--- config.mk ---
export PLATFORM = sky130hd
export DESIGN_NAME = mem_rd_arbiter_flat
export DESIGN_NICKNAME = d
export VERILOG_FILES = /design/src/rtl/mem_rd_arbiter_if.sv /design/src/rtl/mem_rd_arbiter.sv /design/src/flat_wrapper.sv
export SDC_FILE = /design/constraint.sdc
export NUM_CORES = 1
export LEC_CHECK = 0
export BUFFER_PORTS_ARGS = -buffer_cell sky130_fd_sc_hd__buf_4
export CAP_MARGIN = 20
export CORE_AREA = 2 2 103 105
export CTS_BUF_LIST = sky130_fd_sc_hd__clkbuf_16
export DETAILED_ROUTE_END_ITERATION = 12
export DIE_AREA = 0 0 105 107
export GPL_ROUTABILITY_DRIVEN = 0
export GPL_TIMING_DRIVEN = 0
export MAX_ROUTING_LAYER = met4
export REMOVE_ABC_BUFFERS = 1
export SLEW_MARGIN = 20
export SYNTH_ARGS = -nofsm -noshare
export SYNTH_HDL_FRONTEND = slang
export SYNTH_SLANG_ARGS = --single-unit
--- constraint.sdc ---
create_clock -name clk -period 2.25 [get_ports clk]
set_input_delay 0.1125 -clock clk [delete_from_list [all_inputs] [get_ports clk]]
set_output_delay 0.1125 -clock clk [all_outputs]
set_load 0.02 [all_outputs]
--- src/rtl/mem_rd_arbiter_if.sv ---
// Purpose : bundles the requester-side (I/D cache) and bus-side (AR/R) signals of the read arbiter.
// Ports   : master = arbiter view (drives gnt/r* to caches, m_ar*/m_rready to bus); slave = environment view.
// Note    : m_arid is 0 for I-cache, 1 for D-cache; busy reflects arbiter state != IDLE.
interface mem_rd_arbiter_if #(
    parameter int ADDR_W = 32,
    parameter int DATA_W = 32,
    parameter int LEN_W  = 8
);
    // requester side
    logic              i_req,      d_req;
    logic [ADDR_W-1:0] i_addr,     d_addr;
    logic [LEN_W-1:0]  i_len,      d_len;
    logic              i_uncached, d_uncached;
    logic              i_cancel;
    logic              i_gnt,      d_gnt;
    logic              i_rvalid,   d_rvalid;
    logic [DATA_W-1:0] i_rdata,    d_rdata;
    logic              i_rlast,    d_rlast;
    // bus side
    logic              m_arvalid;
    logic [ADDR_W-1:0] m_araddr;
    logic [LEN_W-1:0]  m_arlen;
    logic [3:0]        m_arid;
    logic              m_uncached;
    logic              m_arready;
    logic              m_rvalid;
    logic [DATA_W-1:0] m_rdata;
    logic              m_rlast;
    logic              m_rready;
    logic              busy;

    modport master (
        input  i_req, d_req, i_addr, d_addr, i_len, d_len, i_uncached, d_uncached, i_cancel,
        output i_gnt, d_gnt, i_rvalid, d_rvalid, i_rdata, d_rdata, i_rlast, d_rlast,
        output m_arvalid, m_araddr, m_arlen, m_arid, m_uncached, m_rready, busy,
        input  m_arready, m_rvalid, m_rdata, m_rlast
    );

    modport slave (
        output i_req, d_req, i_addr, d_addr, i_len, d_len, i_uncached, d_uncached, i_cancel,
        input  i_gnt, d_gnt, i_rvalid, d_rvalid, i_rdata, d_rdata, i_rlast, d_rlast,
        input  m_arvalid, m_araddr, m_arlen, m_arid, m_uncached, m_rready, busy,
        output m_arready, m_rvalid, m_rdata, m_rlast
    );
endinterface

--- src/rtl/mem_rd_arbiter.sv ---
// Purpose : shares one AXI-like read channel between I-cache and D-cache, one transaction at a time;
//           D has fixed priority, I is guaranteed a win after STARVE_MAX consecutive D wins.
// Ports   : clk, rst_n (async active-low), bus (mem_rd_arbiter_if.master). Request->AR 1 cycle, R path 0 cycles.
module mem_rd_arbiter #(
    parameter int ADDR_W     = 32,
    parameter int DATA_W     = 32,
    parameter int LEN_W      = 8,
    parameter int STARVE_MAX = 4
) (
    input  logic              clk,
    input  logic              rst_n,
    mem_rd_arbiter_if.master  bus
);
    localparam int              SC_W       = $clog2(STARVE_MAX + 1);
    localparam logic [SC_W-1:0] STARVE_LIM = SC_W'(STARVE_MAX);
    localparam logic            OWN_I      = 1'b0;
    localparam logic            OWN_D      = 1'b1;

    typedef enum logic [1:0] {S_IDLE, S_ADDR, S_DATA} state_t;

    state_t            state_q,  state_d;
    logic              owner_q,  owner_d;
    logic [ADDR_W-1:0] addr_q,   addr_d;
    logic [LEN_W-1:0]  len_q,    len_d;
    logic              unc_q,    unc_d;
    logic              drop_q,   drop_d;
    logic [SC_W-1:0]   starve_q, starve_d;

    logic i_win;
    logic drop_now;
    logic arvalid, rready, i_gnt, d_gnt, i_rv, d_rv;

    // I wins only when D is absent or the starvation guard has tripped.
    assign i_win    = bus.i_req && (!bus.d_req || (starve_q == STARVE_LIM));
    // A cancel arriving this cycle already suppresses this cycle's gnt/beat.
    assign drop_now = drop_q || ((owner_q == OWN_I) && bus.i_cancel);

    always_ff @(posedge clk or negedge rst_n) begin
        if (!rst_n) begin
            state_q  <= S_IDLE;
            owner_q  <= 1'b0;
            addr_q   <= '0;
            len_q    <= '0;
            unc_q    <= 1'b0;
            drop_q   <= 1'b0;
            starve_q <= '0;
        end else begin
            state_q  <= state_d;
            owner_q  <= owner_d;
            addr_q   <= addr_d;
            len_q    <= len_d;
            unc_q    <= unc_d;
            drop_q   <= drop_d;
            starve_q <= starve_d;
        end
    end

    always_comb begin
        state_d  = state_q;
        owner_d  = owner_q;
        addr_d   = addr_q;
        len_d    = len_q;
        unc_d    = unc_q;
        drop_d   = drop_q;
        starve_d = starve_q;
        arvalid  = 1'b0;
        rready   = 1'b0;
        i_gnt    = 1'b0;
        d_gnt    = 1'b0;
        i_rv     = 1'b0;
        d_rv     = 1'b0;
        case (state_q)
            S_IDLE: begin
                drop_d = 1'b0;
                if (i_win) begin
                    state_d  = S_ADDR;
                    owner_d  = OWN_I;
                    addr_d   = bus.i_addr;
                    len_d    = bus.i_len;
                    unc_d    = bus.i_uncached;
                    starve_d = '0;
                end else if (bus.d_req) begin
                    state_d = S_ADDR;
                    owner_d = OWN_D;
                    addr_d  = bus.d_addr;
                    len_d   = bus.d_len;
                    unc_d   = bus.d_uncached;
                    // Count only D wins that actually made I wait.
                    if (bus.i_req) begin
                        if (starve_q != STARVE_LIM) starve_d = starve_q + 1'b1;
                    end else begin
                        starve_d = '0;
                    end
                end else begin
                    starve_d = '0;
                end
            end
            S_ADDR: begin
                arvalid = 1'b1;
                drop_d  = drop_now;
                if (bus.m_arready) begin
                    state_d = S_DATA;
                    d_gnt   = (owner_q == OWN_D);
                    i_gnt   = (owner_q == OWN_I) && !drop_now;
                end
            end
            S_DATA: begin
                rready = 1'b1;
                drop_d = drop_now;
                if (bus.m_rvalid) begin
                    d_rv = (owner_q == OWN_D);
                    i_rv = (owner_q == OWN_I) && !drop_now;
                    if (bus.m_rlast) state_d = S_IDLE;
                end
            end
            default: state_d = S_IDLE;
        endcase
    end

    assign bus.m_arvalid  = arvalid;
    assign bus.m_araddr   = addr_q;
    assign bus.m_arlen    = len_q;
    assign bus.m_arid     = {3'b000, owner_q};
    assign bus.m_uncached = unc_q;
    assign bus.m_rready   = rready;
    assign bus.busy       = (state_q != S_IDLE);
    assign bus.i_gnt      = i_gnt;
    assign bus.d_gnt      = d_gnt;
    assign bus.i_rvalid   = i_rv;
    assign bus.d_rvalid   = d_rv;
    // Data and last are gated so idle outputs read as zero.
    assign bus.i_rdata    = i_rv ? bus.m_rdata : '0;
    assign bus.d_rdata    = d_rv ? bus.m_rdata : '0;
    assign bus.i_rlast    = i_rv && bus.m_rlast;
    assign bus.d_rlast    = d_rv && bus.m_rlast;
endmodule

--- src/flat_wrapper.sv ---
// flat-port wrapper written by rule: the top's interface ports become plain ports
module mem_rd_arbiter_flat 
#(
    parameter int ADDR_W     = 32,
    parameter int DATA_W     = 32,
    parameter int LEN_W      = 8,
    parameter int STARVE_MAX = 4
)
  (clk, rst_n, bus_i_req, bus_d_req, bus_i_addr, bus_d_addr, bus_i_len, bus_d_len, bus_i_uncached, bus_d_uncached, bus_i_cancel, bus_i_gnt, bus_d_gnt, bus_i_rvalid, bus_d_rvalid, bus_i_rdata, bus_d_rdata, bus_i_rlast, bus_d_rlast, bus_m_arvalid, bus_m_araddr, bus_m_arlen, bus_m_arid, bus_m_uncached, bus_m_rready, bus_busy, bus_m_arready, bus_m_rvalid, bus_m_rdata, bus_m_rlast);
  mem_rd_arbiter_if #(.ADDR_W(ADDR_W), .DATA_W(DATA_W), .LEN_W(LEN_W)) bus_i ();
  input  logic clk;
  input  logic rst_n;
  input wire logic [$bits(bus_i.i_req)-1:0] bus_i_req;
  input wire logic [$bits(bus_i.d_req)-1:0] bus_d_req;
  input wire logic [$bits(bus_i.i_addr)-1:0] bus_i_addr;
  input wire logic [$bits(bus_i.d_addr)-1:0] bus_d_addr;
  input wire logic [$bits(bus_i.i_len)-1:0] bus_i_len;
  input wire logic [$bits(bus_i.d_len)-1:0] bus_d_len;
  input wire logic [$bits(bus_i.i_uncached)-1:0] bus_i_uncached;
  input wire logic [$bits(bus_i.d_uncached)-1:0] bus_d_uncached;
  input wire logic [$bits(bus_i.i_cancel)-1:0] bus_i_cancel;
  output wire logic [$bits(bus_i.i_gnt)-1:0] bus_i_gnt;
  output wire logic [$bits(bus_i.d_gnt)-1:0] bus_d_gnt;
  output wire logic [$bits(bus_i.i_rvalid)-1:0] bus_i_rvalid;
  output wire logic [$bits(bus_i.d_rvalid)-1:0] bus_d_rvalid;
  output wire logic [$bits(bus_i.i_rdata)-1:0] bus_i_rdata;
  output wire logic [$bits(bus_i.d_rdata)-1:0] bus_d_rdata;
  output wire logic [$bits(bus_i.i_rlast)-1:0] bus_i_rlast;
  output wire logic [$bits(bus_i.d_rlast)-1:0] bus_d_rlast;
  output wire logic [$bits(bus_i.m_arvalid)-1:0] bus_m_arvalid;
  output wire logic [$bits(bus_i.m_araddr)-1:0] bus_m_araddr;
  output wire logic [$bits(bus_i.m_arlen)-1:0] bus_m_arlen;
  output wire logic [$bits(bus_i.m_arid)-1:0] bus_m_arid;
  output wire logic [$bits(bus_i.m_uncached)-1:0] bus_m_uncached;
  output wire logic [$bits(bus_i.m_rready)-1:0] bus_m_rready;
  output wire logic [$bits(bus_i.busy)-1:0] bus_busy;
  input wire logic [$bits(bus_i.m_arready)-1:0] bus_m_arready;
  input wire logic [$bits(bus_i.m_rvalid)-1:0] bus_m_rvalid;
  input wire logic [$bits(bus_i.m_rdata)-1:0] bus_m_rdata;
  input wire logic [$bits(bus_i.m_rlast)-1:0] bus_m_rlast;
  assign bus_i.i_req = bus_i_req;
  assign bus_i.d_req = bus_d_req;
  assign bus_i.i_addr = bus_i_addr;
  assign bus_i.d_addr = bus_d_addr;
  assign bus_i.i_len = bus_i_len;
  assign bus_i.d_len = bus_d_len;
  assign bus_i.i_uncached = bus_i_uncached;
  assign bus_i.d_uncached = bus_d_uncached;
  assign bus_i.i_cancel = bus_i_cancel;
  assign bus_i_gnt = bus_i.i_gnt;
  assign bus_d_gnt = bus_i.d_gnt;
  assign bus_i_rvalid = bus_i.i_rvalid;
  assign bus_d_rvalid = bus_i.d_rvalid;
  assign bus_i_rdata = bus_i.i_rdata;
  assign bus_d_rdata = bus_i.d_rdata;
  assign bus_i_rlast = bus_i.i_rlast;
  assign bus_d_rlast = bus_i.d_rlast;
  assign bus_m_arvalid = bus_i.m_arvalid;
  assign bus_m_araddr = bus_i.m_araddr;
  assign bus_m_arlen = bus_i.m_arlen;
  assign bus_m_arid = bus_i.m_arid;
  assign bus_m_uncached = bus_i.m_uncached;
  assign bus_m_rready = bus_i.m_rready;
  assign bus_busy = bus_i.busy;
  assign bus_i.m_arready = bus_m_arready;
  assign bus_i.m_rvalid = bus_m_rvalid;
  assign bus_i.m_rdata = bus_m_rdata;
  assign bus_i.m_rlast = bus_m_rlast;
  mem_rd_arbiter #(.ADDR_W(ADDR_W), .DATA_W(DATA_W), .LEN_W(LEN_W), .STARVE_MAX(STARVE_MAX)) u_core (.clk(clk), .rst_n(rst_n), .bus(bus_i));
endmodule
=== Yosys cells after proc, flatten, opt, wreduce, memory -nomap -nowiden ===
Index checks and enable logic that the tools add are counted.
W data, S select, Z words.

* Flip-flop bits (word level): 48
* Output and inout bits: 118
* Word-level logic and storage cells: 66

* Add/subtract/negate cells: 1
* Equality and inequality tests: 9
* Muxes and demuxes: 31
* Bitwise operators: 1
* Reduce and logical (&&, ||, !) cells: 17

{| class="wikitable"
|+ Operators by type and width
! operator !! count
|-
| $mux W32 || 4
|-
| $mux W8 || 2
|-
| $mux W1 || 14
|-
| $mux W3 || 4
|-
| $mux W2 || 5
|-
| $ne A2 B2 Y1 const B || 3
|-
| $pmux W2 S3 || 1
|-
| $reduce_bool A2 Y1 || 3
|-
| $logic_and A1 B1 Y1 || 5
|-
| $ne A4 B2 Y1 const B || 1
|-
| $reduce_and A2 Y1 || 2
|-
| $reduce_and A4 Y1 || 1
|-
| $add A3 B1 Y3 const B || 1
|-
| $eq A3 B3 Y1 const B || 1
|-
| $ne A3 B2 Y1 const B || 1
|-
| $ne A3 B3 Y1 const B || 1
|-
| $eq A2 B1 Y1 const B || 1
|-
| $eq A2 B2 Y1 const B || 1
|-
| $logic_not A1 Y1 || 2
|-
| $logic_not A2 Y1 || 1
|-
| $logic_or A1 B1 Y1 || 2
|-
| $pmux W1 S2 || 1
|-
| $reduce_or A2 Y1 || 1
|-
| $not A1 Y1 || 1
|}

=== Logic depth before layout (Yosys ltp) ===
* Depth in word-level cells: 8
* Gate-level depth with buffers: 8
* Gate-level depth less buffers: 5

=== Least setup slack after synthesis ===
OpenSTA, ideal clock, no wires.

* Path kind: reg2out
* Start: register u_core.state_q[0]
* End: output bus_i_rdata[10]
* Arrival time: 1.732 ns
* Data required time: 2.138 ns
* Path slack: 0.405 ns
* Stages on the path, launching flop included: 7
* Buffers on the path: 1
* Cells stage by stage: dfrtp_1 > inv_1 > ha_1 > nand2_1 > nor4_2 > buf_2 > and2_1

* Word-level cells in the longest chain between the ends: 3

{| class="wikitable"
|+ Ends and longest elaborated chain
! what !! RTL line !! source
|-
| from (decl) || mem_rd_arbiter.sv:21 || <nowiki>state_t state_q, state_d;</nowiki>
|-
| from (signal assigned) || mem_rd_arbiter.sv:48 || <nowiki>state_q <= state_d;</nowiki>
|-
| $eq A2 B2 Y1 || mem_rd_arbiter.sv:72 || <nowiki>case (state_q)</nowiki>
|-
| $mux W1 || mem_rd_arbiter.sv:72 ||
|-
| named net bus_i_rvalid || flat_wrapper.sv:24 || <nowiki>output wire logic [$bits(bus_i.i_rvalid)-1:0] bus_i_rvalid;</nowiki>
|-
| $mux W32 || mem_rd_arbiter.sv:132 || <nowiki>assign bus.i_rdata = i_rv ? bus.m_rdata : '0;</nowiki>
|-
| to (decl) || flat_wrapper.sv:26 || <nowiki>output wire logic [$bits(bus_i.i_rdata)-1:0] bus_i_rdata;</nowiki>
|}

The timed path passes the listed nets, and every way through them passes these cells.

=== Worst setup path after layout ===
* Start: register u_core.state_q[0]
* End: output bus_i_rdata[10]

* Word-level cells in the longest chain between the ends: 3

{| class="wikitable"
|+ Ends and longest elaborated chain
! what !! RTL line
|-
| $eq A2 B2 Y1 || mem_rd_arbiter.sv:72
|-
| $mux W1 || mem_rd_arbiter.sv:72
|-
| $mux W32 || mem_rd_arbiter.sv:132
|}

Every way passes these cells.

==> results.ini <==
[clocking]
htreeDepth=2
cts_tree=yes
numCtsBuffers=5
cts.sinks=48
root_buffer=clkbuf_16
clock_latency_ns=0.28
clock_path_buffers=2
path_clk_slew_ns=0.06

[logic_synthesis]
ys_types=29
ys_top_cells_by_area=dfrtp_1 40%, and2_1 14%, nand2_1 11%, o211ai_1 10%, nand4_1 8.8%
synthArstFlopShare_pct=100
synth_top_cell_area_share_pct=40.3
synth-edff-count=0
synth_top_area_cell=dfrtp_1
netlist_area_sq_um=2980
synth_cells=362
synth.most_common_cell=nand2_1
synth_area_per_cell_sq_um=8.24
synthFlopType=dfrtp_1
synth.ff_latch_count=48
ys_warn_count=0
seq_area_frac_synth_pct=40.3
synth_common_cells=85 x nand2_1, 66 x and2_1, 48 x dfrtp_1

[placement]
hpwl_um=8790
dpl_cell_area_sq_um=4900
numPortBuffers=236
place_inst=702
dp_slack_ns=0.140

[sta]
fin_ws_ns=0.195
maxSlewViolCount=0
finalCriticalPeriod_ns=2.06
max_slew_margin_pct=39.1
finalHoldViolations=0
post-route-period-util_pct=91.3
tightest_slew_ns=0.914
setup_viol=0
finalClockSkew_ns=0.00413
fmax_ghz=0.487
finalHoldWorstSlack_ns=0.0935
rsz0062_at_grt=no

[drt]
routed_wirelength_um=11700
drt-pass1-iter-count=6
vias=3504
drtIter0Drc=202
routedWlPerCell_um=16.5
drc=0
final_antenna_net_count=0
viasPerCell=4.94

[setup_path]
worst_ep_arrival_time_ns=1.94
crit_path_start_kind=flop
cp.required_ns=2.14
cp_num_cells=7
cpPeakStageDelay_ns=0.42
r2r_cells=6
path_max_fanout=13
crit_family=simple AND/OR/NAND/NOR gates
endpoint_kind=output pin
worstPathCellList=inv_1 > ha_1 > nand2_1 > nor4_4 > buf_4 > and2_1 > buf_4
cpMostUsedCell=buf_4
critPathKind=reg2out
critPathSlowestCell=dfrtp_1
crit_buf_inv=3

[final_layout]
fill_cells=995
area_growth_pct=69.3
final_layout_size_suffix_gt1_share_pct=44.7
instances_no_fill=710
final_nets=705
fin_area_sq_um=5050

[global_route]
grt_pass1_wl_um=18400
track_usage_pct=20.9
antenna_found_initial=1
grt_pass1_vias=3495
grt_max_degree=49
grt-ovfl-total=0

[floorplanning]
die_h_um=107
core_sq_um=10100
rows=37
die-area_sq_um=11200
initial_core_util_pct=29.6
io_pins=240
die_x_um=105

[job]
drv_cap=0

[worst_hold_path]
hold_depth=3
hold_path_class=in2reg

[power_and_ir_drop]
max-vdd-ir-drop_uv=540
p_leak_nw=2.50
power.density_nw_per_um2=1070
p_total_mw=5.42

[run_status]
status=completed

flip-flops by register name, indices dropped and copies added (netlist names):
signal,flops
u_core.owner_q,1
u_core.bus.m_uncached,1
u_core.bus.m_arlen,8
u_core.drop_q,1
u_core.starve_q,3
u_core.bus.m_araddr,32
u_core.state_q,2
per-stage QoR:
| stage | setup TNS (ns) | utilization (%) |
|---|---|---|
| global route | 0 | 50.0 |
| global placement | -121.16 | 47.1 |
| floorplan | -35.04 | - |
| CTS | 0 | 50.0 |
| finish | 0 | 50.0 |
| detailed placement | 0 | 48.5 |
metal layers:
layer	vias up	wire [um]	GRT usage [%]
li1	1666	-	-
met1	1652	4640	25.5
met2	184	6000	35.8
met3	2	994	4.98
met4	0	46	3.90
met5	-	0	-
kinds of logic (layout without fill, tap and decap cells):
group,after synthesis,count (layout),synth area share (%)
mux,3,3,1.09
fa+ha+maj,8,8,3.36
flops,48,48,40.3
buf+inv,46,255,6.92
other cells,1,4,0.126
simple gates,205,205,35.5
compound gates,51,51,12.7
final timing paths:
| kind | startpoint | endpoint | slack [ns] |
|---|---|---|---|
| setup / recovery | u_core.state_q[0] | bus_i_rdata[10] | 0.19 |
| min in group asynchronous | rst_n | u_core.bus.m_araddr[18] | 0.40 |
| setup reg to reg | u_core.state_q[1] | u_core.bus.m_araddr[6] | 0.28 |
| max in group asynchronous | rst_n | u_core.bus.m_araddr[31] | 1.41 |
| hold reg to reg | u_core.bus.m_arlen[7] | u_core.bus.m_arlen[7] | 0.49 |
| hold / removal | bus_d_addr[27] | u_core.bus.m_araddr[27] | 0.09 |
area by class of cell:
class | count | area (sq um) | share of cell area [%]
diodes | 1 | 2.50 | 0.0496
clock buffers | 5 | 125 | 2.48
inverters | 7 | 26.3 | 0.520
multi-input cells | 270 | 1620 | 32.1
flip-flops and latches | 48 | 1200 | 23.8
well taps | 136 | 170 | 3.37
repair buffers | 243 | 1900 | 37.7
power by group:
group / total [mW] / leakage [nW] / internal [mW] / switching [mW]
combinational: 3.17 / 1.85 / 1.36 / 1.81
sequential: 1.55 / 0.592 / 1.28 / 0.267
clock: 0.698 / 0.0616 / 0.394 / 0.304
cells in the final DEF (no fill, tap or decap), types with 2 or more instances in the layout:
master	n
and2_1	66
inv_1	7
nand4_1	42
nor2_1	5
ha_1	7
buf_16	3
a21oi_1	2
dfrtp_1	48
clkbuf_16	5
conb_1	3
buf_4	237
nand2_1	85
mux2_2	2
o211ai_1	41
worst register-to-register path, stage by stage, from the launching register on:
cell and delay [ns]:
dfrtp_1 0.42, inv_1 0.15, ha_2 0.50, o21a_4 0.34, buf_16 0.21, nand2_1 0.09
o211ai_1 0.18
what timing repair did:
item	CTS	global route
gates resized for setup	1	1
hold buffers	1	0
pin swaps	1	0
buffers inserted	1	0
hold endpoints to repair	48	0
endpoints found under the setup margin	54	4
(Power assumes the default switching activity.)
